`config.mk`:
```
export PLATFORM = sky130hd
export DESIGN_NAME = alarm_clock_core
export DESIGN_NICKNAME = d
export VERILOG_FILES = /design/src/rtl/alarm_clock_pkg.sv /design/src/rtl/alarm_clock_core_tick_gen.sv /design/src/rtl/alarm_clock_core.sv
export SDC_FILE = /design/constraint.sdc
export NUM_CORES = 1
export LEC_CHECK = 0
export BUFFER_PORTS_ARGS = -buffer_cell sky130_fd_sc_hd__buf_2
export CAP_MARGIN = 5
export CORE_MARGIN = 5
export CORE_UTILIZATION = 60
export CTS_CLUSTER_DIAMETER = 200
export CTS_CLUSTER_SIZE = 8
export DETAILED_ROUTE_END_ITERATION = 7
export GPL_TIMING_DRIVEN = 0
export PLACE_DENSITY = 0.85
export SETUP_SLACK_MARGIN = 0.4
export SYNTH_ARGS = -nofsm -noshare
export SYNTH_HDL_FRONTEND = slang
export SYNTH_SLANG_ARGS = --single-unit
```
`constraint.sdc`:
```
create_clock -name clk -period 3.7 [get_ports clk]
set_clock_uncertainty 0.15 [all_clocks]
set_input_delay 0.74 -clock clk [delete_from_list [all_inputs] [get_ports clk]]
set_output_delay 0.74 -clock clk [all_outputs]
set_load 0.02 [all_outputs]
```
`src/rtl/alarm_clock_pkg.sv`:
```
// Package: alarm_clock_pkg
// Shared definitions for the alarm-clock core.
//   state_t  - ring state machine encoding (IDLE, RINGING, SNOOZE)
//   TW       - width of every hour/minute/second field
//   MAX_HR   - last hour value before wrapping to 0
//   MAX_MS   - last minute/second value before wrapping to 0
//   wrap_inc - increment a time field, wrapping to 0 past its maximum
package alarm_clock_pkg;

    localparam int TW = 6;
    localparam logic [TW-1:0] MAX_HR = 6'd23;
    localparam logic [TW-1:0] MAX_MS = 6'd59;

    typedef enum logic [1:0] {
        IDLE    = 2'd0,
        RINGING = 2'd1,
        SNOOZE  = 2'd2
    } state_t;

    function automatic logic [TW-1:0] wrap_inc(input logic [TW-1:0] value,
                                               input logic [TW-1:0] max_value);
        return (value == max_value) ? '0 : value + TW'(1);
    endfunction

endpackage

```
`src/rtl/alarm_clock_core_tick_gen.sv`:
```
// Module: tick_gen
// Divides the system clock down to a one-cycle pulse per second.
//   clk   in  system clock
//   rst   in  synchronous active-low reset
//   clear in  holds the prescaler at 0 and suppresses the pulse
//   tick  out high in the cycle the prescaler sits at CLK_HZ-1
module tick_gen #(
    parameter int CLK_HZ = 100_000_000
) (
    input  logic clk,
    input  logic rst,
    input  logic clear,
    output logic tick
);

    localparam int CW = (CLK_HZ > 1) ? $clog2(CLK_HZ) : 1;
    localparam logic [CW-1:0] TERM = CW'(CLK_HZ - 1);

    logic [CW-1:0] count;

    assign tick = (count == TERM) && !clear;

    // Free-running prescaler; wraps after the terminal count and is parked
    // at zero while the clock is being adjusted.
    always_ff @(posedge clk) begin
        if (!rst) begin
            count <= '0;
        end else if (clear || (count == TERM)) begin
            count <= '0;
        end else begin
            count <= count + CW'(1);
        end
    end

endmodule

```
`src/rtl/alarm_clock_core.sv`:
```
// Module: alarm_clock_core
// 24 h HH:MM:SS timekeeper with NUM_ALARMS armable alarms and a ring FSM.
//   clk, rst (sync active-low)       clocking and reset
//   time_set, mode                   00 adjust clock, 01 adjust alarm[alarm_sel]
//   alarm_sel                        alarm to edit/display (out of range: ignored, shows 0)
//   alarm_arm                        per-alarm arm mask
//   inc_hr, inc_min, stop, snooze    single-cycle strobes
//   outh/outm/outs                   current time
//   alarmh/alarmm                    selected alarm
//   tick_1hz, ringing, ring_id       second pulse, audio trigger, active alarm
// Build option: define ALARM_SNOOZE_EN to build the SNOOZE state and its
// countdown; otherwise the snooze port is accepted and ignored.
module alarm_clock_core
    import alarm_clock_pkg::*;
#(
    parameter int CLK_HZ     = 100_000_000,
    parameter int NUM_ALARMS = 4,
    parameter int RING_SECS  = 60,
    parameter int SNOOZE_MIN = 5,
    localparam int AW = (NUM_ALARMS > 1) ? $clog2(NUM_ALARMS) : 1
) (
    input  logic                  clk,
    input  logic                  rst,
    input  logic                  time_set,
    input  logic [1:0]            mode,
    input  logic [AW-1:0]         alarm_sel,
    input  logic [NUM_ALARMS-1:0] alarm_arm,
    input  logic                  inc_hr,
    input  logic                  inc_min,
    input  logic                  stop,
    input  logic                  snooze,
    output logic [5:0]            outh,
    output logic [5:0]            outm,
    output logic [5:0]            outs,
    output logic [5:0]            alarmh,
    output logic [5:0]            alarmm,
    output logic                  tick_1hz,
    output logic                  ringing,
    output logic [AW-1:0]         ring_id
);

    localparam int RCW = (RING_SECS > 1) ? $clog2(RING_SECS) : 1;
    localparam logic [RCW-1:0] RING_LAST = RCW'(RING_SECS - 1);

    logic          clock_adjust, alarm_adjust, sel_valid;
    logic          tick, tick_d, match_window, match_hit, armed;
    logic [AW-1:0] match_idx, ring_id_next;
    logic [TW-1:0] hr, mn, sc;
    logic [TW-1:0] alarm_hr [NUM_ALARMS];
    logic [TW-1:0] alarm_mn [NUM_ALARMS];
    logic [RCW-1:0] ring_cnt, ring_cnt_next;
    state_t        state, state_next;

`ifdef ALARM_SNOOZE_EN
    localparam int SCW = $clog2(SNOOZE_MIN * 60 + 1);
    localparam logic [SCW-1:0] SNOOZE_LOAD = SCW'(SNOOZE_MIN * 60);
    logic [SCW-1:0] snooze_cnt, snooze_cnt_next;
`else
    logic unused_snooze;
    assign unused_snooze = snooze;
`endif

    assign clock_adjust = time_set && (mode == 2'b00);
    assign alarm_adjust = time_set && (mode == 2'b01);
    assign sel_valid    = int'(alarm_sel) < NUM_ALARMS;

    tick_gen #(.CLK_HZ(CLK_HZ)) u_tick_gen (
        .clk   (clk),
        .rst   (rst),
        .clear (clock_adjust),
        .tick  (tick)
    );

    // Time of day: adjusting parks seconds at zero and wraps fields without
    // carrying; otherwise each tick ripples seconds -> minutes -> hours.
    always_ff @(posedge clk) begin
        if (!rst) begin
            hr <= '0;
            mn <= '0;
            sc <= '0;
        end else if (clock_adjust) begin
            sc <= '0;
            if (inc_min) mn <= wrap_inc(mn, MAX_MS);
            if (inc_hr)  hr <= wrap_inc(hr, MAX_HR);
        end else if (tick) begin
            sc <= wrap_inc(sc, MAX_MS);
            if (sc == MAX_MS) begin
                mn <= wrap_inc(mn, MAX_MS);
                if (mn == MAX_MS) hr <= wrap_inc(hr, MAX_HR);
            end
        end
    end

    // Alarm registers; only the selected entry is edited, and only when the
    // selection names a real alarm.
    always_ff @(posedge clk) begin
        if (!rst) begin
            for (int i = 0; i < NUM_ALARMS; i++) begin
                alarm_hr[i] <= '0;
                alarm_mn[i] <= '0;
            end
        end else if (alarm_adjust && sel_valid) begin
            if (inc_hr)  alarm_hr[alarm_sel] <= wrap_inc(alarm_hr[alarm_sel], MAX_HR);
            if (inc_min) alarm_mn[alarm_sel] <= wrap_inc(alarm_mn[alarm_sel], MAX_MS);
        end
    end

    // Remember that the previous edge was a tick so a match is only taken in
    // the single cycle right after the time reaches hh:mm:00.
    always_ff @(posedge clk) begin
        if (!rst) tick_d <= 1'b0;
        else      tick_d <= tick;
    end

    assign match_window = tick_d && (sc == '0) && !clock_adjust;

    // Priority encoder: scan from the top so the lowest matching index wins.
    always_comb begin
        match_hit = 1'b0;
        match_idx = '0;
        for (int i = NUM_ALARMS - 1; i >= 0; i--) begin
            if (alarm_arm[i] && (alarm_hr[i] == hr) && (alarm_mn[i] == mn)) begin
                match_hit = 1'b1;
                match_idx = AW'(i);
            end
        end
        match_hit = match_hit && match_window;
    end

    // Ring FSM state and its counters.
    always_ff @(posedge clk) begin
        if (!rst) begin
            state    <= IDLE;
            ring_id  <= '0;
            ring_cnt <= '0;
`ifdef ALARM_SNOOZE_EN
            snooze_cnt <= '0;
`endif
        end else begin
            state    <= state_next;
            ring_id  <= ring_id_next;
            ring_cnt <= ring_cnt_next;
`ifdef ALARM_SNOOZE_EN
            snooze_cnt <= snooze_cnt_next;
`endif
        end
    end

    assign armed = alarm_arm[ring_id];

    // Next-state logic. stop beats disarm beats snooze beats the ring timer.
    always_comb begin
        state_next    = state;
        ring_id_next  = ring_id;
        ring_cnt_next = ring_cnt;
`ifdef ALARM_SNOOZE_EN
        snooze_cnt_next = snooze_cnt;
`endif
        case (state)
            IDLE: begin
                if (match_hit) begin
                    state_next    = RINGING;
                    ring_id_next  = match_idx;
                    ring_cnt_next = '0;
                end
            end
            RINGING: begin
                if (stop || !armed) begin
                    state_next = IDLE;
                end
`ifdef ALARM_SNOOZE_EN
                else if (snooze) begin
                    state_next      = SNOOZE;
                    snooze_cnt_next = SNOOZE_LOAD;
                end
`endif
                else if (tick) begin
                    if (ring_cnt == RING_LAST) state_next = IDLE;
                    else ring_cnt_next = ring_cnt + RCW'(1);
                end
            end
`ifdef ALARM_SNOOZE_EN
            SNOOZE: begin
                if (stop || !armed) begin
                    state_next = IDLE;
                end else if (match_hit && (match_idx != ring_id)) begin
                    state_next    = RINGING;
                    ring_id_next  = match_idx;
                    ring_cnt_next = '0;
                end else if (tick) begin
                    if (snooze_cnt == SCW'(1)) begin
                        state_next    = RINGING;
                        ring_cnt_next = '0;
                    end else begin
                        snooze_cnt_next = snooze_cnt - SCW'(1);
                    end
                end
            end
`endif
            default: state_next = IDLE;
        endcase
    end

    assign outh     = hr;
    assign outm     = mn;
    assign outs     = sc;
    assign alarmh   = sel_valid ? alarm_hr[alarm_sel] : '0;
    assign alarmm   = sel_valid ? alarm_mn[alarm_sel] : '0;
    assign tick_1hz = tick;
    assign ringing  = (state == RINGING);

endmodule

```
# Word level (Yosys, flattened, before mapping)
# Memory sizes are Yosys's and may differ from the RTL's.
# Cells that the tools add are included.
dict set report op_classes {
  magnitude_cmp 1
  reduce_logical 34
  n_eq_ne 25
  n_bitwise 1
  add_sub_neg 7
  muxes 49
}
# op n
set op_table {}
lappend op_table {{2-to-1 mux 6 bit} 20}
lappend op_table {{equality test 6 bit} 8}
lappend op_table {{adder 6 x 1 -> 6 bit (second input constant)} 6}
lappend op_table {{adder 27 x 1 -> 27 bit (second input constant)} 1}
lappend op_table {{equality test 27 bit (second input constant)} 1}
lappend op_table {{equality test 6 bit (second input constant)} 4}
lappend op_table {{2-to-1 mux 2 bit} 10}
lappend op_table {{2-to-1 mux 1 bit} 16}
lappend op_table {{logical AND 1 bit} 14}
lappend op_table {{equality test 6 x 5 -> 1 bit (second input constant)} 2}
lappend op_table {{one-hot mux 6 bit (2 select lines)} 1}
lappend op_table {{OR reduction 6 bit} 2}
lappend op_table {{!= test 2 bit (second input constant)} 5}
lappend op_table {{nonzero test 2 bit} 4}
lappend op_table {{zero test 6 bit} 1}
lappend op_table {{!= test 3 x 1 -> 1 bit (second input constant)} 2}
lappend op_table {{AND reduction 3 bit} 2}
lappend op_table {{AND reduction 5 bit} 1}
lappend op_table {{equality test 2 x 1 -> 1 bit (second input constant)} 2}
lappend op_table {{zero test 2 bit} 2}
lappend op_table {{one-hot mux 2 bit (2 select lines)} 1}
lappend op_table {{AND reduction 4 bit} 1}
lappend op_table {{OR reduction 2 bit} 2}
lappend op_table {{less-than comparator 2 x 3 -> 1 bit (second input constant)} 1}
lappend op_table {{other kinds (6)} 8}
dict set report word_totals {
  ff_bits 56
  input_bits 15
  word_cells 127
  n_memories 2
  out_inout_bits 34
  ramBits 48
}
# memory depth width rd rd_ports_with_merged_regs wr line
set mem_list {}
lappend mem_list {alarm_hr 4 6 5 0 4 alarm_clock_core.sv:49} ;# logic [TW-1:0] alarm_hr [NUM_ALARMS];
lappend mem_list {alarm_mn 4 6 5 0 4 alarm_clock_core.sv:50} ;# logic [TW-1:0] alarm_mn [NUM_ALARMS];

# Logic depth before layout (Yosys ltp)
# Gate-level depths: netlist of the first run.
# An unclocked memory read counts as a cell.
dict set report logic_depth {
  depth_word 11
  ltp_mapped 9
  mapped_depth_nobuf 7
}

# Modules after synthesis
# A second synthesis of the first run with hierarchy kept.
dict set report hier_totals {
  cells_unflattened 562
  hier_area_um2 5579.1
}
# module area_per_inst_um2 cells_per_inst n_inst seq_area_each_um2
set modules_own_cells {}
lappend modules_own_cells {alarm_clock_core 4320.4 415 1 2001.9}
lappend modules_own_cells {tick_gen 1258.7 147 1 540.5}

# Worst setup path before layout of the first run
# No wires, ideal clock.
dict set report synth_timing {
  kind {input port to flip-flop}
  from {in alarm_sel[1]}
  to {mem alarm_hr[0][3], data pin}
  t_required_ns 3.409
  arrival_time_ns 3.067
  stages 8
  n_path_buf 2
  slack_ns 0.341
  setup_time_ns 0.141
  cell_sequence {clkbuf_1 -> clkbuf_1 -> mux4_2 -> ha_1 -> and2_1 -> a31oi_1 -> nand2_1 -> nor2_1}
}
# item line
set synth_rtl {}
lappend synth_rtl {{from (decl)} alarm_clock_core.sv:26} ;# input logic [AW-1:0] alarm_sel,
lappend synth_rtl {{to (decl)} alarm_clock_core.sv:49}

# Worst setup path after layout of the first run
dict set report layout_timing {
  from {reg u_tick_gen.count[0]}
  to {out tick_1hz}
}
dict set report layout_between {
  elab_chain_len 2
}
# item line
set layout_rtl {}
lappend layout_rtl {{from (decl)} alarm_clock_core_tick_gen.sv:19} ;# logic [CW-1:0] count;
lappend layout_rtl {{from (signal assigned)} alarm_clock_core_tick_gen.sv:31} ;# count <= count + CW'(1);
lappend layout_rtl {{equality test 27 bit} alarm_clock_core_tick_gen.sv:21} ;# assign tick = (count == TERM) && !clear;
lappend layout_rtl {{logical AND 1 bit} alarm_clock_core_tick_gen.sv:21}
lappend layout_rtl {{to (decl)} alarm_clock_core.sv:37} ;# output logic tick_1hz,
# Every way passes these cells.

==> impl_summary.txt, run 1 <==
----------------------------------------------------
[Critical path]
  Critical Path Start Type ... register
  Worst Path Class, Setup ... reg -> out
  Ordered cell list for the critical path ... ha_1 > nand2_1 > or3_4 > or3_1 > clkbuf_2 > nor2_1 > buf_2
  Peak per-stage delay on the critical path ... 390 ps
  Worst path arrival time ... around 2300 ps
  Crit path required time ... between 2000 and 3000 ps
  Slowest library cell on the worst path ... sky130_fd_sc_hd__dfxtp_1
  Register-to-Register Path Depth ... 7
  Critical path endpoint category ... output port
  Biggest fanout along the worst timing path ... 6

[Die]
  Initial core utilization ... between 60% and 70%
  Number of rows in the core area ... 34
  Placeable core area ... between 8000 and 9000 um^2
  Number of top-level pins ... between 40 and 50
  DIE AREA ... 11,100 um^2
  Die X-Extent ... ~110 um
  Height of the die ... approximately 110 um

[Drt]
  DR vias ... 4,349
  Detailed-routing iteration count for the pre-antenna-repair pass ... 6
  Number of antenna-violating nets in the routed design ... 0
  Final Routed Wirelength ... roughly 13 mm
  Via density per instance ... between 5 and 6
  Detail-routed net length per standard cell ... about 18 um
  Residual DRC count ... 0
  Drt initial violations ... a little over 400

[Worst hold path]
  Min-Delay Path Class ... reg -> reg
  Worst hold path stage count ... 1

[Timing]
  Final number of hold-violating endpoints ... 0
  Unrepaired setup endpoints after global routing ... false
  Final count of negative-setup-slack endpoints ... 0
  Final cycle utilization of the critical path ... a little under nine tenths
  Max transition margin ... 22.9%
  Achievable Freq ... roughly 320 MHz
  Fin crit period ... 3160 ps
  Measured slew at the worst slew-check pin ... around 1100 ps
  Setup tns final ... 0 ps
  Final count of pins violating max slew ... 0
  Hold slack final ... about 320 ps

[GRT]
  Vias in the first global route ... 4,372
  Maximum number of pins on one net before global-route repair ... 20
  Global-route usage over all layers ... 24.1%
  Antenna violations before repair ... 0
  Wire length of the first global-routing pass ... 21.2 mm
  GRT Residual Overflow ... 0

[Logic synthesis]
  YS warnings ... 0
  Share of Yosys cell area claimed by the top area cell type ... a little over a quarter
  Ys async rst share ... 0%
  Number of flip-flops and latches in the synthesized netlist ... a little over 100
  Gate count after technology mapping ... 559
  Part of the Yosys area used for sequential elements ... about 47%
  Number of synthesized flops with an enable pin ... 48
  Post-synthesis area per instance ... around 9.8 um^2
  Unique masters post-synth ... between 40 and 50
  Synthesized Nets ... 582
  Most area-consuming cells after synthesis ... sky130_fd_sc_hd__edfxtp_1, sky130_fd_sc_hd__dfxtp_1, sky130_fd_sc_hd__xnor2_1, sky130_fd_sc_hd__nor2_1, sky130_fd_sc_hd__mux4_2
  Yosys top cell by area ... sky130_fd_sc_hd__edfxtp_1
  Post-synth top flop ... sky130_fd_sc_hd__dfxtp_1
  Cell area after synthesis ... about 5500 um^2

[Placed design]
  Placed insts ... a little over 700
  Routability cong. ... between 0.9 and 1
  HPWL reported at the end of detailed placement ... just under 10 mm
  Port Buf Inserts ... between 40 and 50

[Clock tree]
  H-tree Lvls ... 3
  Number of buffers added by the clock tree synthesis step ... 9
  TritonCTS Sinks ... between 100 and 150
  Clock Tree Root ... sky130_fd_sc_hd__clkbuf_8
  Clock slew seen by the registers of the worst setup and hold paths ... 100 ps
  Clock insertion delay at the later pin of the skew report ... roughly 380 ps
  Clock Tree Buf Depth ... 2
  Clock tree from TritonCTS ... yes

[Power]
  Pwr dens ... approximately 360 nW/um^2
  PnR Total Power ... about 2.2 mW
  Leakage power of the design ... 2.23 nW
  Largest vdd supply drop ... 0.183 mV

[Status]
  Outcome ... finished, final reports clean

[Finish]
  Proportion of layout cells with a drive suffix above 1 ... 13.9%
  Final-stage net count ... between 600 and 700
  Layout Area Growth over Synthesis ... 10.5%
  Final Instance Count excl. Fillers ... about 730
  Layout filler cell count ... ~660
  # diodes ... 0

[Run]
  Max-cap violations ... 0

----------------------------------------------------
[power by group]
group	internal (mW)	switching, mW
combinational	0.0687	0.112
clock	0.330	0.430
sequential	1.21	0.0194
total	1.61	0.561
[worst max-delay path, delay by kind of cell (launching register included)]
| family | cells | cell delay (ps) |
|---|---|---|
| DFF | 1 | 390 |
| and+or+nand+nor | 4 | 930 |
| adders and majority gates | 1 | 230 |
| buffers and inverters | 2 | 340 |
[metal layers]
metal | GRT usage (%) | wire length [um]
met1 | 30.2 | 5250
met2 | 40.3 | 6170
met3 | 6.36 | 1180
met4 | 9.00 | 303
met5 | 0 | 0
[metrics by stage]
stage,setup slack [ps],cell area [um^2],util [%]
2_1_floorplan,447,5470,-
3_3_place_gp,106,5830,66.2
3_5_place_dp,84.8,5830,66.2
4_1_cts,423,6040,68.6
5_1_grt,427,6040,68.6
6_report,544,6040,68.6
[registers in the layout, indices dropped and copies added, names as in the netlist]
name / flops
outh: 6
ring_id: 2
alarm_mn: 24
u_tick_gen.count: 27
outs: 6
tick_d: 1
alarm_hr: 24
ring_cnt: 6
outm: 6
state: 1
[worst paths after layout]
path                                                     start                              to  slack [ps]
worst min-delay path            u_tick_gen.count[0]$_SDFF_PP0_  u_tick_gen.count[0]$_SDFF_PP0_         320
worst max register to register            outm[5]$_SDFFE_PN0P_        ring_cnt[3]$_SDFFE_PN0P_         720
worst max-delay path            u_tick_gen.count[0]$_SDFF_PP0_                        tick_1hz         540
worst min register to register  u_tick_gen.count[0]$_SDFF_PP0_  u_tick_gen.count[0]$_SDFF_PP0_         320
[repair_timing]
action,4_1_cts,5_1_grt
setup buffers,0,0
endpoints found under the setup margin,3,15
resized for setup,1,2
hold buffers,0,0
[kinds of logic after synthesis]
family                     synth area share (%)
and+or+nand+nor                            23.0
DFF                                        46.5
xor gates and xnor gates                   13.8
buffers and inverters                      3.46
AOI/OAI and AO/OA                          4.58
muxes                                      6.82
adders and majority gates                  1.83
[synthesized netlist by cell type (all sizes together), types with 9 or more instances]
cell type	number
xor2	22
clkbuf	28
nor2b	9
dfxtp	55
nor2	87
xnor2	64
and3	13
nor4	10
nand4	23
edfxtp	48
nand2	50
inv	21
nand3	28
mux4	13
[cells in the final DEF, fill, tap and decap left out, drive strengths merged, types with 2 or more instances in the layout]
| cell type | Yosys | routed |
|---|---|---|
| o211ai | 3 | 3 |
| and4 | 2 | 2 |
| and3 | 13 | 13 |
| o31a | 2 | 2 |
| nand4b | 3 | 3 |
| buf | 0 | 45 |
| ha | 8 | 8 |
| mux4 | 13 | 13 |
| o31ai | 4 | 4 |
| nor3 | 3 | 3 |
| or2 | 3 | 3 |
| a2111oi | 2 | 2 |
| a21oi | 7 | 7 |
| o221a | 2 | 2 |
| xor2 | 22 | 22 |
| or3 | 8 | 8 |
| nand2 | 50 | 50 |
| nor2b | 9 | 9 |
| dfxtp | 55 | 55 |
| and2 | 3 | 3 |
| mux2i | 8 | 8 |
| nor4 | 10 | 10 |
| nand3b | 3 | 3 |
| nand2b | 3 | 3 |
| edfxtp | 48 | 48 |
| inv | 21 | 26 |
| xnor2 | 64 | 64 |
| nor2 | 87 | 87 |
| a31oi | 2 | 2 |
| o21ai | 8 | 8 |
| nand3 | 28 | 28 |
| clkbuf | 28 | 37 |
| nand4 | 23 | 23 |
| or4 | 3 | 3 |
[final cells by class]
class                   instances  area (um^2)  share of cell area, %
well taps                     108          135                   2.24
clock inverters                 7         86.3                   1.43
flip-flops and latches        103         2540                   42.1
plain buffers                  28          110                   1.82
inverters                      22         82.6                   1.37
clock buffers                   9          124                   2.05
multi-input cells             406         2730                   45.3
repair buffers                 45          225                   3.73
Power figures use the tool's default switching activity.
==> run 2, diff against run 1 <==
CORE_UTILIZATION = 54   (was 60)
PLACE_DENSITY = 0.81   (was 0.85)
clock period = 2.59 ns   (was 3.7 ns; I/O delays follow)
==> run 2 against run 1 <==
The flow now finishes with violations (setup timing). Worst hold slack better by 15 ps. Worst setup slack got worse by 710 ps. Non-clock buffer count is 49 higher. Total power rose by 50%. Combinational power increased by 120%. Routed wire length increased by 21%. Core utilization rose by 5.9 points. Critical path depth up 1. Final cell count grew 10%. Sequential power grew 43%. First-iteration DRC count shrank 2.9%. Register-to-register slack got worse by 880 ps. Critical path type is now reg -> reg. Critical endpoint is now ring_cnt[4]$_SDFFE_PN0P_. Highest routed layer unchanged.
==> impl_summary.txt, run 2 (synthesis gave the netlist of run 1 again) <==
----------------------------------------------------
[Clock tree]
  Clock insertion delay at the later pin of the skew report ... 380 ps (about the same)
  TritonCTS Sinks ... 103 (unchanged)
  Clock slew seen by the registers of the worst setup and hold paths ... 110 ps (was 100 ps)
  Clock Tree Root ... sky130_fd_sc_hd__clkbuf_8 (unchanged)
  Number of buffers added by the clock tree synthesis step ... 9 (unchanged)
  Clock Tree Buf Depth ... 2 (unchanged)
  H-tree Lvls ... 3 (unchanged)
  Clock tree from TritonCTS ... yes (unchanged)

[Die]
  DIE AREA ... 12,200 um^2 (was 11,100 um^2)
  Initial core utilization ... 55.7% (was 62.1%)
  Die X-Extent ... 111 um (was 105 um)
  Placeable core area ... 9820 um^2 (was 8810 um^2)
  Number of top-level pins ... 49 (unchanged)
  Number of rows in the core area ... 36 (was 34)
  Height of the die ... 111 um (was 105 um)

[Timing]
  Max transition margin ... 25.9% (was 22.9%)
  Achievable Freq ... 363 MHz
  Final count of negative-setup-slack endpoints ... 4 (was 0)
  Final number of hold-violating endpoints ... 0 (unchanged)
  Measured slew at the worst slew-check pin ... 1110 ps (was 1150 ps)
  Final count of pins violating max slew ... 0 (unchanged)
  Final cycle utilization of the critical path ... 106%
  Fin crit period ... between 2000 and 3000 ps
  Final worst-path setup slack ... -163 ps (was 544 ps)
  Unrepaired setup endpoints after global routing ... true (was false)

[Drt]
  Number of antenna-violating nets in the routed design ... 0 (unchanged)
  Detail-routed net length per standard cell ... 19.5 um (was 17.7 um)
  Drt initial violations ... 396 (was 408)
  DR vias ... 4,739 (was 4,349)
  Residual DRC count ... 0 (unchanged)
  Final Routed Wirelength ... 15.6 mm (was 12.9 mm)
  Detailed-routing iteration count for the pre-antenna-repair pass ... 5 (was 6)
  Via density per instance ... 5.91 (was 5.97)

[GRT]
  GRT Residual Overflow ... 0 (unchanged)
  Vias in the first global route ... 4,744 (was 4,372)
  Global-route usage over all layers ... 23.5% (was 24.1%)
  Wire length of the first global-routing pass ... 23.3 mm (was 21.2 mm)
  Maximum number of pins on one net before global-route repair ... 18 (was 20)
  Antenna violations before repair ... 0 (unchanged)

[Placed design]
  Port Buf Inserts ... 45 (unchanged)
  Placed insts ... 737 (was 712)
  HPWL reported at the end of detailed placement ... 10.1 mm (was 9.88 mm)
  Routability cong. ... 0.902 (was 0.976)

[Finish]
  Proportion of layout cells with a drive suffix above 1 ... 37.1% (was 13.9%)
  Final-stage net count ... 687 (was 638)
  # diodes ... 0 (unchanged)
  Register name with the most flops ... u_tick_gen.count (unchanged)
  Layout Area Growth over Synthesis ... 33.9% (was 10.5%)
  Largest regs ... u_tick_gen.count x27, alarm_hr x24, alarm_mn x24 (unchanged)
  Final core utilization ... 74.5% (was 68.6%)
  Most frequent standard cell in the layout excluding fill and tap cells ... sky130_fd_sc_hd__nor2_1 (unchanged)
  Max FFs per register ... 27 (unchanged)
  Final Instance Count excl. Fillers ... 802 (was 728)
  Commonest cells after routing, fill and taps aside ... sky130_fd_sc_hd__nor2_1, sky130_fd_sc_hd__xnor2_1, sky130_fd_sc_hd__edfxtp_1 (was sky130_fd_sc_hd__nor2_1, sky130_fd_sc_hd__xnor2_1, sky130_fd_sc_hd__dfxtp_1)

[Worst hold path]
  Hold Path End ... ring_id[1]$_SDFFE_PN0P_ (was u_tick_gen.count[0]$_SDFF_PP0_)
  Hold path start ... ring_id[1]$_SDFFE_PN0P_ (was u_tick_gen.count[0]$_SDFF_PP0_)
  Worst hold path stage count ... 2 (was 1)
  Min-Delay Path Class ... reg -> reg (unchanged)

[Power]
  Pwr dens ... 445 nW/um^2 (was 360 nW/um^2)
  Leakage power of the design ... 2.78 nW (was 2.23 nW)
  Largest vdd supply drop ... 0.329 mV (was 0.183 mV)

[Critical path]
  Critical Path Start Type ... register (unchanged)
  Worst Path Class, Setup ... reg -> reg (was reg -> out)
  R2R Path Start ... u_tick_gen.count[1]$_SDFF_PP0_ (was outm[5]$_SDFFE_PN0P_)
  R2r endpoint ... ring_cnt[4]$_SDFFE_PN0P_ (was ring_cnt[3]$_SDFFE_PN0P_)
  Crit path required time ... 2710 ps (was 2810 ps)
  R2r setup slk ... -160 ps (was 720 ps)
  Register-to-Register Path Depth ... 8 (was 7)
  Critical path endpoint category ... register (was output port)
  Worst path arrival time ... 2880 ps (was 2270 ps)
  Biggest fanout along the worst timing path ... 5 (was 6)

[Run]
  Max-cap violations ... 0 (unchanged)

[Status]
  Violated checks ... setup timing
  Outcome ... complete, but fails checks (was finished, final reports clean)

----------------------------------------------------
## run 2: metal layers
metal  part of all wire (%)  global-route usage (%)
met1                     41                    29.5
met2                     51                    40.5
met3                    5.7                    5.03
met4                    1.9                    7.06
met5                      0                       0
## run 2: layout make-up
| cell class | instances | area, um^2 |
|---|---|---|
| Tap cell | 133 | 166 |
| Multi-Input combinational cell | 406 | 3330 |
| Timing Repair Buffer | 94 | 739 |
| Clock buffer | 10 | 149 |
| Clock inverter | 6 | 65.1 |
| Sequential cell | 103 | 2570 |
| Inverter | 22 | 82.6 |
| Buffer | 28 | 206 |
| Fill cell | 625 | 2500 |
## run 2: through the flow
step                setup slack (ps)  total power [mW]  hold slack, ps  setup TNS, ps  cell area, um^2
finish                          -163              3.26             339           -408             7320
global route                    -226              3.35             361           -948             7320
CTS                             -143              3.20             337           -403             6810
detailed placement              -345              2.08             297          -2170             6080
global placement                -311              2.07             287          -1450             6080
floorplan                       32.7              1.99             278              0             5690
## run 2: worst max-delay path by stage
stage                               startpoint                  endpoint  slack (ps)  cells past startpoint
4_1_cts         u_tick_gen.count[0]$_SDFF_PP0_  ring_cnt[4]$_SDFFE_PN0P_        -140                      8
3_5_place_dp                          time_set  ring_cnt[3]$_SDFFE_PN0P_        -350                      8
5_1_grt        u_tick_gen.count[25]$_SDFF_PP0_  ring_cnt[4]$_SDFFE_PN0P_        -230                      7
2_1_floorplan   u_tick_gen.count[0]$_SDFF_PP0_  ring_cnt[4]$_SDFFE_PN0P_          30                      8
3_3_place_gp                          time_set  ring_cnt[4]$_SDFFE_PN0P_        -310                      8
6_report        u_tick_gen.count[1]$_SDFF_PP0_  ring_cnt[4]$_SDFFE_PN0P_        -160                      8
## run 2: where the power goes
part / internal, mW / switching [mW]
clock: 0.512 / 0.589
combinational: 0.185 / 0.211
sequential: 1.73 / 0.0314
total: 2.43 / 0.831
## run 2: repair_timing
item,in CTS,in global routing
setup buffers,35,14
pin swaps,14,48
setup endpoints to repair,73,101
hold buffers,0,0
gates resized for setup,60,115
## run 2: critical path, stage by stage, from the launching register on
cell and delay (ps):
sky130_fd_sc_hd__dfxtp_4 380, sky130_fd_sc_hd__ha_4 150, sky130_fd_sc_hd__nand2_4 50, sky130_fd_sc_hd__or3_4 350
sky130_fd_sc_hd__or3_4 360, sky130_fd_sc_hd__buf_8 140, sky130_fd_sc_hd__or4_4 590, sky130_fd_sc_hd__and3_4 210
sky130_fd_sc_hd__o31a_1 260
==> run 3, diff against run 2 <==
ABC_AREA = 1   (was unset)
CORE_UTILIZATION = 55   (was 54)
PLACE_DENSITY = 0.82   (was 0.81)
==> run 3 against run 2 <==
The run now ends clean. Register-to-register slack gained 600 ps. Design area grew 3.4%. Maximum frequency grew 18%. Largest power group unchanged.
==> impl_summary.txt, run 3 <==
----------------------------------------------------
[Status]
  Outcome ... finished, final reports clean (was complete, but fails checks)

[Critical path]
  Crit path required time ... 1920 ps (was 2710 ps)
  Worst Path Class, Setup ... reg -> out (was reg -> reg)
  Critical path endpoint category ... output port (was register)
  Biggest fanout along the worst timing path ... 4 (was 5)
  Worst path arrival time ... 1670 ps (was 2880 ps)
  Critical Path Start Type ... register (unchanged)

[GRT]
  Maximum number of pins on one net before global-route repair ... 17 (was 18)
  Global-route usage over all layers ... 24.4% (was 23.5%)
  Antenna violations before repair ... 0 (unchanged)
  GRT Residual Overflow ... 0 (unchanged)
  Vias in the first global route ... 5,655 (was 4,744)
  Wire length of the first global-routing pass ... 27.5 mm (was 23.3 mm)

[Finish]
  Multi-input logic area ... 3360 um^2 (was 3330 um^2)
  Final-stage net count ... 990 (was 687)
  Most frequent standard cell in the layout excluding fill and tap cells ... sky130_fd_sc_hd__nand2_1 (was sky130_fd_sc_hd__nor2_1)
  # diodes ... 0 (unchanged)
  Commonest cells after routing, fill and taps aside ... sky130_fd_sc_hd__nand2_1, sky130_fd_sc_hd__nor2_1, sky130_fd_sc_hd__inv_1 (was sky130_fd_sc_hd__nor2_1, sky130_fd_sc_hd__xnor2_1, sky130_fd_sc_hd__edfxtp_1)
  Register name with the most flops ... u_tick_gen.count (unchanged)
  Proportion of layout cells with a drive suffix above 1 ... 22.6% (was 37.1%)
  Max FFs per register ... 27 (unchanged)
  Largest regs ... u_tick_gen.count x27, alarm_hr x24, alarm_mn x24 (unchanged)
  Final core utilization ... 66.5% (was 74.5%)
  Register area ... 2560 um^2 (was 2570 um^2)
  Layout filler cell count ... 952 (was 625)
  Layout Area Growth over Synthesis ... 19.1% (was 33.9%)

[Logic synthesis]
  Gate count after technology mapping ... 885 (was 559)
  YS warnings ... 0 (unchanged)
  Cell types with the highest counts after synthesis ... sky130_fd_sc_hd__nand2_1, sky130_fd_sc_hd__nor2_1, sky130_fd_sc_hd__inv_1 (was sky130_fd_sc_hd__nor2_1, sky130_fd_sc_hd__xnor2_1, sky130_fd_sc_hd__dfxtp_1)
  Post-synth top flop ... sky130_fd_sc_hd__dfxtp_1 (unchanged)
  Most area-consuming cells after synthesis ... sky130_fd_sc_hd__edfxtp_1, sky130_fd_sc_hd__dfxtp_1, sky130_fd_sc_hd__nand2_1, sky130_fd_sc_hd__nor2_1, sky130_fd_sc_hd__inv_1 (was sky130_fd_sc_hd__edfxtp_1, sky130_fd_sc_hd__dfxtp_1, sky130_fd_sc_hd__xnor2_1, sky130_fd_sc_hd__nor2_1, sky130_fd_sc_hd__mux4_2)
  Share of Yosys cell area claimed by the top area cell type ... 22.7% (was 26.4%)
  Ys async rst share ... 0% (unchanged)
  Synthesized Nets ... 908 (was 582)
  Number of synthesized flops with an enable pin ... 48 (unchanged)
  Part of the Yosys area used for sequential elements ... 40.0% (was 46.5%)
  Yosys top cell by area ... sky130_fd_sc_hd__edfxtp_1 (unchanged)
  Post-synthesis area per instance ... 7.18 um^2 (was 9.78 um^2)
  Unique masters post-synth ... 48 (was 49)
  Cell area after synthesis ... 6350 um^2 (was 5470 um^2)
  Most frequent cell after synthesis ... sky130_fd_sc_hd__nand2_1 (was sky130_fd_sc_hd__nor2_1)
  Number of flip-flops and latches in the synthesized netlist ... 103 (unchanged)

[Power]
  Largest vdd supply drop ... 0.345 mV (was 0.329 mV)
  PnR Total Power ... 3.55 mW (was 3.26 mW)
  Pwr dens ... 469 nW/um^2 (was 445 nW/um^2)
  Leakage power of the design ... 3.23 nW (was 2.78 nW)

[Timing]
  Fin crit period ... 2340 ps (was 2750 ps)
  Achievable Freq ... 427 MHz (was 363 MHz)
  Measured slew at the worst slew-check pin ... 1010 ps (was 1110 ps)
  Final count of negative-setup-slack endpoints ... 0 (was 4)
  Final cycle utilization of the critical path ... 90.3% (was 106%)
  Hold slack final ... 312 ps (was 339 ps)
  Final worst-path setup slack ... 250 ps (was -163 ps)
  Final count of pins violating max slew ... 0 (unchanged)
  Max transition margin ... 32.2% (was 25.9%)
  Unrepaired setup endpoints after global routing ... true (unchanged)
  Final number of hold-violating endpoints ... 0 (unchanged)
  Setup tns final ... 0 ps (was -408 ps)

[Placed design]
  Worst setup slack after placement ... -105 ps (was -345 ps)
  HPWL reported at the end of detailed placement ... 12.8 mm (was 10.1 mm)
  Port Buf Inserts ... 47 (was 45)
  Routability cong. ... 0.973 (was 0.902)

[Worst hold path]
  Min-Delay Path Class ... in -> reg (was reg -> reg)

[Clock tree]
  H-tree Lvls ... 3 (unchanged)
  Clock Tree Buf Depth ... 2 (unchanged)
  TritonCTS Sinks ... 103 (unchanged)
  Clock insertion delay at the later pin of the skew report ... 360 ps (was 380 ps)
  Clock Tree Root ... sky130_fd_sc_hd__clkbuf_16 (was sky130_fd_sc_hd__clkbuf_8)
  Clock slew seen by the registers of the worst setup and hold paths ... 70 ps (was 110 ps)
  Number of buffers added by the clock tree synthesis step ... 9 (unchanged)
  Clock tree from TritonCTS ... yes (unchanged)

[Die]
  Die X-Extent ... 117 um (was 111 um)
  Number of top-level pins ... 49 (unchanged)
  Initial core utilization ... 55.9% (was 55.7%)
  Placeable core area ... 11,400 um^2 (was 9820 um^2)
  Height of the die ... 117 um (was 111 um)
  DIE AREA ... 13,800 um^2 (was 12,200 um^2)
  Number of rows in the core area ... 39 (was 36)

[Drt]
  Number of antenna-violating nets in the routed design ... 0 (unchanged)
  Drt initial violations ... 529 (was 396)
  Detail-routed net length per standard cell ... 16.1 um (was 19.5 um)
  Via density per instance ... 5.57 (was 5.91)
  Residual DRC count ... 0 (unchanged)
  DR vias ... 6,208 (was 4,739)
  Final Routed Wirelength ... 17.9 mm (was 15.6 mm)
  Detailed-routing iteration count for the pre-antenna-repair pass ... 5 (unchanged)

[Run]
  Max-cap violations ... 0 (unchanged)

----------------------------------------------------
[run 3: through the flow]
stage,cell area [um^2],cells
after floorplan,6440,885
after global placement,6860,1075
after detailed placement,6860,1075
after CTS,7290,1100
after global routing,7570,1115
final,7570,1115
[run 3: worst paths after layout]
check / cells past startpoint / end / from / slack (ps)
max: 6 / tick_1hz / u_tick_gen.count[11]$_SDFF_PP0_ / 250
min: 3 / outm[0]$_SDFFE_PN0P_ / rst / 310
max reg2reg: 16 / u_tick_gen.count[22]$_SDFF_PP0_ / u_tick_gen.count[0]$_SDFF_PP0_ / 440
min reg2reg: 2 / u_tick_gen.count[26]$_SDFF_PP0_ / u_tick_gen.count[26]$_SDFF_PP0_ / 340
[run 3: repair_timing]
action                                  4_1_cts  5_1_grt
hold buffers                                  0        0
endpoints found under the hold margin         0        0
pin swaps                                     4       14
endpoints found under the setup margin       43       86
setup buffers                                 9       15
resized for setup                            18       57
[run 3: layer usage]
metal | global-route usage, % | up-vias | routed length, um
met5 | 0 | - | 0
met4 | 9.46 | 0 | 556
met3 | 5.77 | 57 | 1780
met2 | 38.6 | 297 | 8270
met1 | 32.3 | 2841 | 7310
li1 | - | 3013 | -
[run 3: worst max-delay path: stages, from the launching register on]
cell                      delay (ps)
sky130_fd_sc_hd__dfxtp_1         360
sky130_fd_sc_hd__inv_1           140
sky130_fd_sc_hd__nand4_1         150
sky130_fd_sc_hd__nor2_1          120
sky130_fd_sc_hd__nand4_1         210
sky130_fd_sc_hd__nor2_4          190
sky130_fd_sc_hd__buf_6           140
[run 3: where the power goes]
part	leakage [nW]	total [mW]	internal (mW)	switching (mW)
clock network	0.154	1.40	0.773	0.628
logic	2.13	0.380	0.135	0.244
registers	0.945	1.77	1.73	0.0334
total	3.23	3.55	2.64	0.906
[run 3: final cells by class]
type / instances / share of cell area (%)
clock buffers: 10 / 3.16
flip-flops and latches: 103 / 33.8
well taps: 143 / 2.36
multi-input cells: 631 / 44.4
clock inverters: 6 / 0.810
inverters: 130 / 6.93
plain buffers: 21 / 2.68
repair buffers: 71 / 5.89
[run 3: logic make-up (layout without fill, tap and decap cells)]
family	Yosys count	count (layout)	share of synthesized area (%)
XOR/XNOR	17	17	2.34
AND/OR/NAND/NOR	489	489	34.4
flip-flops	103	103	40.0
buffers and inverters	151	238	10.2
AO/OA/AOI/OAI	117	117	11.5
adder cells (fa/ha/maj)	8	8	1.58
